### config.mk
export PLATFORM = sky130hd
export DESIGN_NAME = ysyx_23060208_mem_arbiter
export DESIGN_NICKNAME = d
export VERILOG_FILES = /design/src/rtl/ysyx_23060208_mem_arbiter.sv
export SDC_FILE = /design/constraint.sdc
export NUM_CORES = 1
export LEC_CHECK = 0
export CORE_ASPECT_RATIO = 0.7
export CORE_MARGIN = 3
export CORE_UTILIZATION = 38
export DETAILED_ROUTE_END_ITERATION = 12
export GPL_TIMING_DRIVEN = 0
export PLACE_DENSITY = 0.81
export REMOVE_ABC_BUFFERS = 1
export SLEW_MARGIN = 20
export SYNTH_ARGS = -nofsm -noshare
export SYNTH_HDL_FRONTEND = slang
export SYNTH_SLANG_ARGS = --single-unit
### constraint.sdc
create_clock -name clk -period 2.56 [get_ports clk]
set_input_delay 0.512 -clock clk [delete_from_list [all_inputs] [get_ports clk]]
set_output_delay 0.512 -clock clk [all_outputs]
set_load 0.05 [all_outputs]
### src/rtl/ysyx_23060208_mem_arbiter.sv
// rtl/ysyx_23060208_mem_arbiter.sv - round-robin N-master to single-slave memory arbiter
// One transaction outstanding at a time; timeouts complete with err=1 and rdata=0.
module ysyx_23060208_mem_arbiter #(
  parameter int DATA_WIDTH = 32,
  parameter int ADDR_WIDTH = 32,
  parameter int N_MST      = 2,
  parameter int TIMEOUT    = 16,
  localparam int GW        = $clog2(N_MST),
  localparam int SW        = DATA_WIDTH / 8
) (
  input  logic                        clk,
  input  logic                        rst,
  input  logic [N_MST-1:0]            m_req_valid,
  output logic [N_MST-1:0]            m_req_ready,
  input  logic [N_MST*ADDR_WIDTH-1:0] m_req_addr,
  input  logic [N_MST-1:0]            m_req_wen,
  input  logic [N_MST*DATA_WIDTH-1:0] m_req_wdata,
  input  logic [N_MST*SW-1:0]         m_req_wstrb,
  output logic [N_MST-1:0]            m_rsp_valid,
  input  logic [N_MST-1:0]            m_rsp_ready,
  output logic [DATA_WIDTH-1:0]       m_rsp_rdata,
  output logic                        m_rsp_err,
  output logic                        s_req_valid,
  input  logic                        s_req_ready,
  output logic [ADDR_WIDTH-1:0]       s_req_addr,
  output logic                        s_req_wen,
  output logic [DATA_WIDTH-1:0]       s_req_wdata,
  output logic [SW-1:0]               s_req_wstrb,
  input  logic                        s_rsp_valid,
  output logic                        s_rsp_ready,
  input  logic [DATA_WIDTH-1:0]       s_rsp_rdata,
  output logic [GW-1:0]               grant_id
);

  localparam int CW = (TIMEOUT > 1) ? $clog2(TIMEOUT) : 1;
  localparam logic [CW-1:0] CNT_LAST = CW'((TIMEOUT > 0) ? TIMEOUT - 1 : 0);

  typedef enum logic [1:0] {IDLE, REQ, RSP, DONE} state_t;

  state_t                state_q, state_d;
  logic [GW-1:0]         rr_ptr_q, rr_ptr_d;
  logic [GW-1:0]         gnt_q, gnt_d;
  logic [CW-1:0]         cnt_q, cnt_d;
  logic [ADDR_WIDTH-1:0] addr_q, addr_d;
  logic                  wen_q, wen_d;
  logic [DATA_WIDTH-1:0] wdata_q, wdata_d;
  logic [SW-1:0]         wstrb_q, wstrb_d;
  logic [DATA_WIDTH-1:0] rdata_q, rdata_d;
  logic                  err_q, err_d;

  logic                  pick_found;
  logic [GW-1:0]         pick_idx;
  logic [N_MST-1:0]      req_ready_c;

  // First requesting master at or after rr_ptr, wrapping past N_MST-1.
  always_comb begin
    pick_found = 1'b0;
    pick_idx   = '0;
    for (int k = 0; k < N_MST; k++) begin
      if (!pick_found && m_req_valid[(int'(rr_ptr_q) + k) % N_MST]) begin
        pick_found = 1'b1;
        pick_idx   = GW'((int'(rr_ptr_q) + k) % N_MST);
      end
    end
  end

  always_ff @(posedge clk or negedge rst) begin
    if (!rst) begin
      state_q  <= IDLE;
      rr_ptr_q <= '0;
      gnt_q    <= '0;
      cnt_q    <= '0;
      addr_q   <= '0;
      wen_q    <= 1'b0;
      wdata_q  <= '0;
      wstrb_q  <= '0;
      rdata_q  <= '0;
      err_q    <= 1'b0;
    end else begin
      state_q  <= state_d;
      rr_ptr_q <= rr_ptr_d;
      gnt_q    <= gnt_d;
      cnt_q    <= cnt_d;
      addr_q   <= addr_d;
      wen_q    <= wen_d;
      wdata_q  <= wdata_d;
      wstrb_q  <= wstrb_d;
      rdata_q  <= rdata_d;
      err_q    <= err_d;
    end
  end

  always_comb begin
    state_d     = state_q;
    rr_ptr_d    = rr_ptr_q;
    gnt_d       = gnt_q;
    cnt_d       = cnt_q;
    addr_d      = addr_q;
    wen_d       = wen_q;
    wdata_d     = wdata_q;
    wstrb_d     = wstrb_q;
    rdata_d     = rdata_q;
    err_d       = err_q;
    req_ready_c = '0;
    s_req_valid = 1'b0;
    m_rsp_valid = '0;

    case (state_q)
      IDLE: begin
        if (pick_found) begin
          req_ready_c[pick_idx] = 1'b1;
          gnt_d   = pick_idx;
          addr_d  = m_req_addr[pick_idx*ADDR_WIDTH +: ADDR_WIDTH];
          wen_d   = m_req_wen[pick_idx];
          wdata_d = m_req_wdata[pick_idx*DATA_WIDTH +: DATA_WIDTH];
          wstrb_d = m_req_wstrb[pick_idx*SW +: SW];
          state_d = REQ;
        end
      end
      REQ: begin
        s_req_valid = 1'b1;
        if (s_req_ready) begin
          cnt_d   = '0;
          state_d = RSP;
        end
      end
      RSP: begin
        // A response in the final wait cycle beats the timeout.
        if (s_rsp_valid) begin
          rdata_d = s_rsp_rdata;
          err_d   = 1'b0;
          state_d = DONE;
        end else if (TIMEOUT > 0 && cnt_q == CNT_LAST) begin
          rdata_d = '0;
          err_d   = 1'b1;
          state_d = DONE;
        end else begin
          cnt_d = cnt_q + 1'b1;
        end
      end
      DONE: begin
        m_rsp_valid[gnt_q] = 1'b1;
        if (m_rsp_ready[gnt_q]) begin
          rr_ptr_d = GW'((int'(gnt_q) + 1) % N_MST);
          state_d  = IDLE;
        end
      end
      default: state_d = IDLE;
    endcase
  end

  // Grant pick is combinational on m_req_valid, so keep it quiet while held in reset.
  assign m_req_ready = req_ready_c & {N_MST{rst}};
  assign s_req_addr  = addr_q;
  assign s_req_wen   = wen_q;
  assign s_req_wdata = wdata_q;
  assign s_req_wstrb = wstrb_q;
  assign s_rsp_ready = 1'b1;
  assign m_rsp_rdata = rdata_q;
  assign m_rsp_err   = err_q;
  assign grant_id    = (state_q == IDLE) ? rr_ptr_q : gnt_q;

endmodule

==> impl_results.md, run 1 <==
- Slew headroom: a little under half
- CTS tree: yes
- Fill count: 875
- CP Class: flip-flop to output port
- Cts bufs inserted: 9
- Worst slew pin tran: just over 800 ps
- Top Ports: 287
- Clk Latency, worst-skew pair: 340 ps
- Pwr Density: 1360 nW/µm²
- Worst VDD drop: between 900 and 1000 µV
- Slowest cell on crit path: dfrtp_1
- Die height: 100 µm
- DRC marker count from the first detailed-route iteration: 152
- Worst Path Required: 2050 ps
- Layout cell share with drive strength beyond 1: between 5 and 6%
- Delay of the slowest cell on the worst path: 420 ps
- # diodes: 0
- DRC Markers: 0
- Htree depth: 3
- DPL Wire Length: 11.8 mm
- Layout area overhead: 70.7%
- Share of the synthesized area in the top cell type: 57.2%
- Max Cap Viol: 0
- Initial antenna violation count: 0
- FMAX: 412 MHz
- Vias/cell: around 5.1
- Grt ovf: 0
- Wirelength, routed: 15.8 mm
- WP buf/inv: 3
- Layout Cells excl Fill: 876
- Core area: 12,000 µm²
- Row count: 33
- CP startpoint kind: flip-flop
- First-pass GRT wire length: between 20 and 30 mm
- CTS Sinks: 110
- Largest area contributor in the netlist: dfrtp_1
- Critical-path cell list: inv_1 -> ha_4 -> o21ai_4 -> buf_16 -> a21oi_4 -> and2_1 -> clkbuf_4
- Syn Std Cell Area: 4810 µm²
- Post-Synthesis Cells: about 440
- CTS root buf: clkbuf_16
- Ys Warns: 0
- GRT Total Usage: 22.6%
- Unique masters post-synth: 31
- Largest net degree at the start of global routing: 70
- Pre-antenna DRT Iters: 4
- Status: complete, no violations
- Final Critical Period: 2430 ps
- Yosys reg bits: 110
- Synth area leaders: dfrtp_1 57%, mux2i_1 9.2%, nand2_1 7.9%, a22o_1 5.8%, o21ai_0 4.9%
- Hold Vio Cnt, Final: 0
- Clock slew at the register clock pins of the worst setup and hold paths: 70 ps
- Max-slew violations: 0
- Setup crit end kind: output port
- Initial core utilization: between 40% and 50%
- Post-Syn Area per Cell: 11.0 µm²
- Vias post-DR: 4,433
- CP max FO: 33
- Hold Buf Count CTS: 0
- Max clock buf depth: 2
- Min-delay worst type: primary input to async pin
- Final Skew: 8.10 ps
- Post-placement cell count: 855
- Width of the die: 140 µm
- Total power: 0.0112 W
- Seq/Total Area, Yosys: 57.2%
- Number of global-route vias before repair: 4,731
- Antenna Nets Post-Route: 0
- Wire per inst: ~18 µm
- Static leakage: between 3 and 4 nW
- Period utilisation layout: 94.9%
- Final nets: 898
- Crit-path leading delay family: buffers and inverters
- GP Congestion: about 0.83
- Critical Path AT: 1920 ps
- RSZ-0062 raised after global routing: false
- Die area: 14,100 µm²
- Setup violators final: 0
- Port bufs: 285
state kept, by name (all words and copies together) (netlist names):
signal	cells
s_req_wstrb	4
s_req_addr	32
s_req_wdata	32
state_q	2
m_rsp_rdata	32
m_rsp_err	1
cnt_q	4
gnt_q	1
s_req_wen	1
rr_ptr_q	1
through the flow:
| stage | utilization (%) | instance area (µm²) | setup WS [ps] | hold slack (ps) | setup TNS, ps |
|---|---|---|---|---|---|
| global route | 68.3 | 8210 | 17.7 | 95.8 | 0 |
| detailed placement | 65.4 | 7850 | -1270 | 455 | -6460 |
| finish | 68.3 | 8210 | 131 | 77.0 | 0 |
| CTS | 68.1 | 8190 | -8.97 | 76.6 | -8.97 |
| global placement | 64.0 | 7690 | -3700 | 449 | -499300 |
| floorplan | - | 4650 | -1260 | 216 | -39370 |
synthesized netlist by cell type (all sizes together):
| master | instances |
|---|---|
| mux2 | 2 |
| buf | 17 |
| nor2 | 5 |
| o31ai | 1 |
| inv | 3 |
| nor2b | 3 |
| ha | 6 |
| clkbuf | 13 |
| or3 | 1 |
| a221oi | 1 |
| dfrtp | 110 |
| a21o | 1 |
| nand3 | 1 |
| o21ai | 49 |
| a41oi | 1 |
| a21oi | 7 |
| mux2i | 44 |
| conb | 1 |
| and3 | 2 |
| nor3 | 1 |
| a22oi | 28 |
| and2 | 5 |
| nand2 | 102 |
| a22o | 32 |
| nand2b | 2 |
power by group:
part	switching (W)	internal, W	total (W)
Sequential	0.000475	0.00255	0.00302
Clock	0.000634	0.000723	0.00136
Combinational	0.00443	0.00239	0.00682
layout by cell type, fill, tap and decap left out, types with 2 or more instances in the layout:
master           count
a21oi_1              6
nor2_1               5
o21ai_0             47
inv_1                2
clkbuf_8             2
ha_1                 5
buf_4                2
o21ai_4              2
and2_1               5
mux2_2               2
a22o_1              32
a22oi_1             28
mux2i_1             44
dlymetal6s2s_1       3
dlygate4sd2_1        3
dfrtp_1            110
inv_6                2
nor2b_1              3
clkbuf_16            9
clkinv_4             2
buf_16               5
clkdlybuf4s50_1    276
nand2_1            101
area by class of cell:
cell class,count,area [µm²],share of cell area [%]
Multi-Input combinational cell,298,1950,23.8
Sequential cell,110,2750,33.5
Timing Repair Buffer,292,3000,36.6
Clock inverter,5,40.0,0.488
Inverter,3,11.3,0.137
Clock buffer,11,253,3.08
Tap cell,157,196,2.39
metal layers:
layer  part of all wire [%]  GRT usage [%]  vias up
met5                      0              0        -
met4                    1.5           5.51        0
li1                       -              -     2105
met2                     50           39.0      216
met1                     40           27.4     2089
met3                    8.9           7.76       23
worst paths after layout:
kind                                       startpoint                         end  slack (ps)  cells past startpoint
max in group asynchronous                         rst  s_req_wdata[8]$_DFFE_PN0P_        1810                      2
setup / recovery               state_q[1]$_DFFE_PN0P_              m_req_ready[0]         130                      7
hold / removal                                    rst  s_req_addr[22]$_DFFE_PN0P_          80                      1
hold reg to reg            s_req_addr[15]$_DFFE_PN0P_  s_req_addr[15]$_DFFE_PN0P_         470                      2
min in group clk           s_req_addr[15]$_DFFE_PN0P_  s_req_addr[15]$_DFFE_PN0P_         470                      2
setup reg to reg               state_q[0]$_DFFE_PN0P_        cnt_q[3]$_DFFE_PN0P_         270                      7
logic make-up (layout without fill, tap and decap cells):
group | after synthesis | count (layout) | synth area share (%)
and+or+nand+nor | 122 | 123 | 10.5
buffers and inverters | 33 | 311 | 3.64
muxes | 46 | 46 | 9.63
AOI/OAI and AO/OA | 120 | 122 | 17.3
adders and majority gates | 6 | 6 | 1.56
DFF | 110 | 110 | 57.2
other | 1 | 1 | 0.0780
repair_timing:
item,in CTS,in global routing
setup endpoints to repair,3,6
resized for setup,18,6
pin swaps,1,0
cloned,3,0
setup buffers,2,0
No activity file was read; power rests on OpenSTA's default activity.
==> run 2, diff against run 1 <==
--- a/config.mk
+++ b/config.mk
@@ -5,6 +5,7 @@
 export SDC_FILE = /design/constraint.sdc
 export NUM_CORES = 1
 export LEC_CHECK = 0
+export CAP_MARGIN = 20
 export CORE_ASPECT_RATIO = 0.7
 export CORE_MARGIN = 3
 export CORE_UTILIZATION = 38
@@ -12,6 +13,7 @@
 export GPL_TIMING_DRIVEN = 0
 export PLACE_DENSITY = 0.81
 export REMOVE_ABC_BUFFERS = 1
+export SETUP_SLACK_MARGIN = 0.2
 export SLEW_MARGIN = 20
 export SYNTH_ARGS = -nofsm -noshare
 export SYNTH_HDL_FRONTEND = slang
==> run 2 against run 1 <==
Net effect: power shrank 0.60%; clock-buffer cell count is the same; global-route usage shrank 0.069 points; sequential share of layout area grew 0.067 points; sequential cell count is the same; final area shrank 0.20%; worst setup slack gained 150 ps; combinational power is essentially flat; critical path type unchanged; non-clock buffer count grew 3.
==> impl_results.md, run 2 (synthesis gave the netlist of run 1 again) <==
- Row count: 33
- Die height: 100 µm
- GP Congestion: 0.830
- Wire per inst: 18.1 µm
- CTS tree: yes
- GRT Total Usage: between 20% and 30%
- DRC marker count from the first detailed-route iteration: 156
- Initial antenna violation count: 0
- Worst VDD drop: 996 µV
- WL met1: 6.52 mm
- Wirelength, routed: roughly 16 mm
- Pre-antenna DRT Iters: 4
- Final Critical Period: 2270 ps
- Cts bufs inserted: 9
- Clk Latency, worst-skew pair: 340 ps
- Core area: 12,000 µm²
- Commonest non-fill, non-tap cell in the layout: clkdlybuf4s50_1
- Fill count: 901
- Static leakage: 3.70 nW
- Met2 wire length: 7.85 mm
- Htree depth: 3
- Top Ports: roughly 290
- Layout cell share with drive strength beyond 1: 6.51%
- Largest net degree at the start of global routing: 70
- WP buf/inv: 3
- Layout area overhead: 70.3%
- Setup TNS: 0 ps
- First-pass GRT wire length: 25.0 mm
- DPL Wire Length: ~12 mm
- Clock slew at the register clock pins of the worst setup and hold paths: 70 ps
- Critical Path AT: 1760 ps
- Delay of the slowest cell on the worst path: 420 ps
- CTS Sinks: 110
- Top sig layer: met4
- Port bufs: 285
- Final Skew: roughly 8.1 ps
- Commonest cells after routing, fill and taps aside: 276 x clkdlybuf4s50_1, 110 x dfrtp_1, 101 x nand2_1
- Met3 routed WL: ~1.3 mm
- CTS root buf: clkbuf_16
- Critical-path cell list: inv_2 -> ha_4 -> o21ai_4 -> buf_16 -> a21oi_4 -> and2_1 -> buf_6
- FMAX: around 440 MHz
- Final nets: 901
- Status: complete, no violations
- # diodes: 0
- Pwr Density: approximately 1400 nW/µm²
- DRC Markers: 0
- Hold Vio Cnt, Final: 0
- CP max FO: 33
- Final instance area: 8190 µm²
- RSZ-0062 raised after global routing: true
- Period utilisation layout: 88.9%
- Layout Cells excl Fill: 879
- Antenna Nets Post-Route: 0
- CP Class: flip-flop to output port
- Max clock buf depth: 2
- Max-slew violations: 0
- Worst slew pin tran: 812 ps
- Initial core utilization: 40.0%
- Slowest cell on crit path: dfrtp_1
- Setup violators final: 0
- CP startpoint kind: flip-flop
- Post-DP Area: slightly below 8000 µm²
- Post-placement cell count: 855
- Vias post-DR: 4,379
- Number of global-route vias before repair: 4,745
- Slew headroom: 45.7%
- Die area: around 14,000 µm²
- Min-delay worst type: primary input to async pin
- Worst Path Required: between 2000 and 2500 ps
- Max Cap Viol: 0
- Vias/cell: 4.98
- Setup crit end kind: output port
- Width of the die: 140 µm
- Grt ovf: 0
- Crit-path leading delay family: buffers and inverters
==> run 2: cell count changes in the layout (fill, tap and decap cells not counted), sizes merged <==
cell / delta
buf: +5
dlygate4sd2: +1
dlymetal6s2s: -3
clkinvlp: +1
inv: -1
==> run 2: final timing paths <==
| path | start | to | slack, ps | cells past startpoint |
|---|---|---|---|---|
| max in group asynchronous | rst | s_req_wdata[27]$_DFFE_PN0P_ | 1800 | 2 |
| worst min register to register | s_req_addr[15]$_DFFE_PN0P_ | s_req_addr[15]$_DFFE_PN0P_ | 470 | 2 |
| worst min-delay path | rst | m_rsp_rdata[23]$_DFFE_PN0P_ | 90 | 1 |
| min in group clk | s_req_addr[15]$_DFFE_PN0P_ | s_req_addr[15]$_DFFE_PN0P_ | 470 | 2 |
| worst max register to register | state_q[0]$_DFFE_PN0P_ | cnt_q[0]$_DFFE_PN0P_ | 480 | 7 |
| worst max-delay path | state_q[1]$_DFFE_PN0P_ | m_req_ready[0] | 290 | 7 |
==> run 2: worst register-to-register path, stage by stage (launching register included) <==
cell and delay [ps]:
dfrtp_1 410, inv_2 80, ha_1 330, and2_2 350, buf_16 210, nor3_4 290, a21oi_1 140, o21ai_0 190
==> run 2: area by class of cell <==
class	instances	area [µm²]	share of cell area, %
flip-flops and latches	110	2750	33.6
multi-input cells	298	1950	23.8
well taps	157	196	2.40
clock buffers	11	233	2.84
clock inverters	5	35.0	0.428
repair buffers	295	3010	36.7
inverters	3	11.3	0.137
==> run 2: layer usage <==
layer / global-route usage [%] / up-vias
met5: 0 / -
met2: 39.3 / 183
met1: 27.0 / 2070
li1: - / 2106
met3: 7.81 / 20
met4: 5.44 / 0
==> run 2: metrics by stage <==
stage | util [%] | total power (W) | hold slack (ps) | setup slack [ps]
2_1_floorplan | - | 0.00718 | 216 | -1260
5_1_grt | 68.2 | 0.0117 | 101 | 188
3_3_place_gp | 64.0 | 0.00952 | 449 | -3700
3_5_place_dp | 65.4 | 0.00981 | 455 | -1280
4_1_cts | 68.0 | 0.0112 | 89.4 | 60.5
6_report | 68.2 | 0.0111 | 85.1 | 285
==> run 2: power by group <==
group	leakage (nW)	internal (W)	total, W	switching (W)
combinational	2.21	0.00240	0.00684	0.00444
clock	0.130	0.000663	0.00127	0.000610
sequential	1.37	0.00255	0.00302	0.000475
total	3.70	0.00561	0.0111	0.00552
==> run 2: timing repair <==
action | 4_1_cts | 5_1_grt
cloned | 3 | 0
setup buffers | 3 | 2
gates resized for setup | 26 | 8
setup endpoints to repair | 19 | 5
hold buffers | 0 | 0
pin swaps | 2 | 1
==> run 3, diff against run 2 <==
--- a/config.mk
+++ b/config.mk
@@ -18,3 +18,4 @@
 export SYNTH_ARGS = -nofsm -noshare
 export SYNTH_HDL_FRONTEND = slang
 export SYNTH_SLANG_ARGS = --single-unit
+export TNS_END_PERCENT = 30
==> run 3 against run 2 <==
Net effect: first-iteration DRC count rose by 8.3%; sequential power barely moved; sequential cell count did not move; combinational power barely moved; worst hold slack got worse by 0.87 ps; sequential share of layout area rose by 0.051 points; register-to-register slack got worse by 210 ps; routed wire length fell by 0.25%; critical path depth did not move; highest routed layer unchanged.
==> impl_results.md, run 3 (synthesis gave the netlist of run 1 again) <==
- Static leakage: 3.71 nW
- # diodes: 0
- Critical Path AT: 1920 ps
- CTS root buf: clkbuf_16
- DPL Wire Length: approximately 12 mm
- RSZ-0062 raised after global routing: true
- Port bufs: around 290
- Final instance area: 8180 µm²
- Worst Path Required: roughly 2000 ps
- Vias post-DR: 4,404
- Final Critical Period: ~2400 ps
- Status: complete, no violations
- Worst r2r src: state_q[0]$_DFFE_PN0P_
- Layout area overhead: 70.1%
- Wire per inst: around 18 µm
- Initial antenna violation count: 0
- Pwr Density: 1360 nW/µm²
- Initial core utilization: 40.0%
- Setup WS post-layout: 126 ps
- Setup crit end kind: output port
- Max clock buf depth: 2
- GRT Total Usage: 22.5%
- Antenna Nets Post-Route: 0
- Critical-path cell list: inv_1 -> ha_4 -> o21ai_4 -> buf_16 -> a21oi_4 -> and2_1 -> clkbuf_4
- Row count: 33
- GP Congestion: approximately 0.83
- CP max FO: 33
- Layout Cells excl Fill: 877
- Setup crit start: state_q[1]$_DFFE_PN0P_
- Core area: roughly 12,000 µm²
- Slowest cell on crit path: dfrtp_1
- Final nets: 899
- First-pass GRT wire length: 25.0 mm
- Clock slew at the register clock pins of the worst setup and hold paths: 70 ps
- DRC marker count from the first detailed-route iteration: roughly 170
- Layout cell share with drive strength beyond 1: 5.83%
- Worst VDD drop: 998 µV
- Commonest cells after routing, fill and taps aside: 276 x clkdlybuf4s50_1, 110 x dfrtp_1, 101 x nand2_1
- Post-DP Area: 7850 µm²
- Fill count: around 900
- Slew headroom: 47.5%
- Hold Buf Count CTS: 0
- Number of global-route vias before repair: around 4,700
- Die height: 100 µm
- CP startpoint kind: flip-flop
- Delay of the slowest cell on the worst path: 410 ps
- Top Ports: ~290
- Max Cap Viol: 0
- R2r worst-path depth: 7
- FMAX: 411 MHz
- Min-delay worst type: primary input to async pin
- Hold Vio Cnt, Final: 0
- Vias/cell: 5.02
- CTS Sinks: 110
- CP Class: flip-flop to output port
- Post-placement cell count: 855
- DRC Markers: 0
- Cts bufs inserted: 9
- Wirelength, routed: 15.9 mm
- Max-slew violations: 0
- Setup violators final: 0
- Worst slew pin tran: 784 ps
- Reg-to-reg slack, setup: 270 ps
- CTS tree: yes
- Largest net degree at the start of global routing: 70
- Final Skew: 7.77 ps
- Clk Latency, worst-skew pair: ~340 ps
- Period utilisation layout: between 90% and 100%
- Setup slack at placement: -1280 ps
- Commonest non-fill, non-tap cell in the layout: clkdlybuf4s50_1
- Grt ovf: 0
- Htree depth: 3
- Die area: 14,100 µm²
- Worst hold slack: 84.2 ps
- Width of the die: 140 µm
- Pre-antenna DRT Iters: 5
run 3: changes by cell type in the layout (fill, tap and decap cells not counted), sizes merged:
| cell | delta |
|---|---|
| buf | -3 |
| dlymetal6s2s | +1 |
run 3: per-stage QoR:
step / power [W] / setup TNS, ps / util (%)
detailed placement: 0.00981 / -6690 / 65.4
global placement: 0.00952 / -499300 / 64.0
finish: 0.0111 / 0 / 68.1
CTS: 0.0112 / 0 / 68.0
floorplan: 0.00718 / -39370 / -
global route: 0.0117 / 0 / 68.1
run 3: report_power, final:
group | total, W | switching [W] | internal, W | leakage, nW
registers | 0.00302 | 0.000471 | 0.00255 | 1.37
logic | 0.00682 | 0.00443 | 0.00239 | 2.21
clock network | 0.00127 | 0.000611 | 0.000663 | 0.130
run 3: path summary, 6_finish.rpt:
check / end
setup / recovery: m_req_ready[0]
hold / removal: m_rsp_rdata[23]$_DFFE_PN0P_
setup reg to reg: cnt_q[0]$_DFFE_PN0P_
hold reg to reg: s_req_addr[15]$_DFFE_PN0P_
max in group asynchronous: s_req_wdata[8]$_DFFE_PN0P_
min in group clk: s_req_addr[15]$_DFFE_PN0P_
run 3: metal layers:
metal  wire, µm  share of wire, %  global-route usage (%)
met1       6440                41                    27.0
met2       7810                49                    39.3
met3       1390               8.8                    7.81
met4        206               1.3                    5.44
met5          0                 0                       0
run 3: worst max-delay path: cells and delay by family, from the launching register on:
kind / cells / cell delay (ps)
fa+ha+maj: 1 / 220
simple gates: 1 / 140
compound gates: 2 / 240
buf+inv: 3 / 560
flops: 1 / 410
run 3: layout make-up:
type	count	area (µm²)	area share (%)
clock buffer	11	233	2.85
clock inverter	5	35.0	0.428
inverter	3	11.3	0.138
multi-input combinational	298	1950	23.9
sequential	110	2750	33.7
tap	157	196	2.40
timing repair buffer	293	3000	36.7
run 3: repair_timing:
action | CTS | global route
buffers inserted | 3 | 0
pin swaps | 2 | 0
cloned | 3 | 0
endpoints found under the setup margin | 19 | 6
resized for setup | 25 | 3
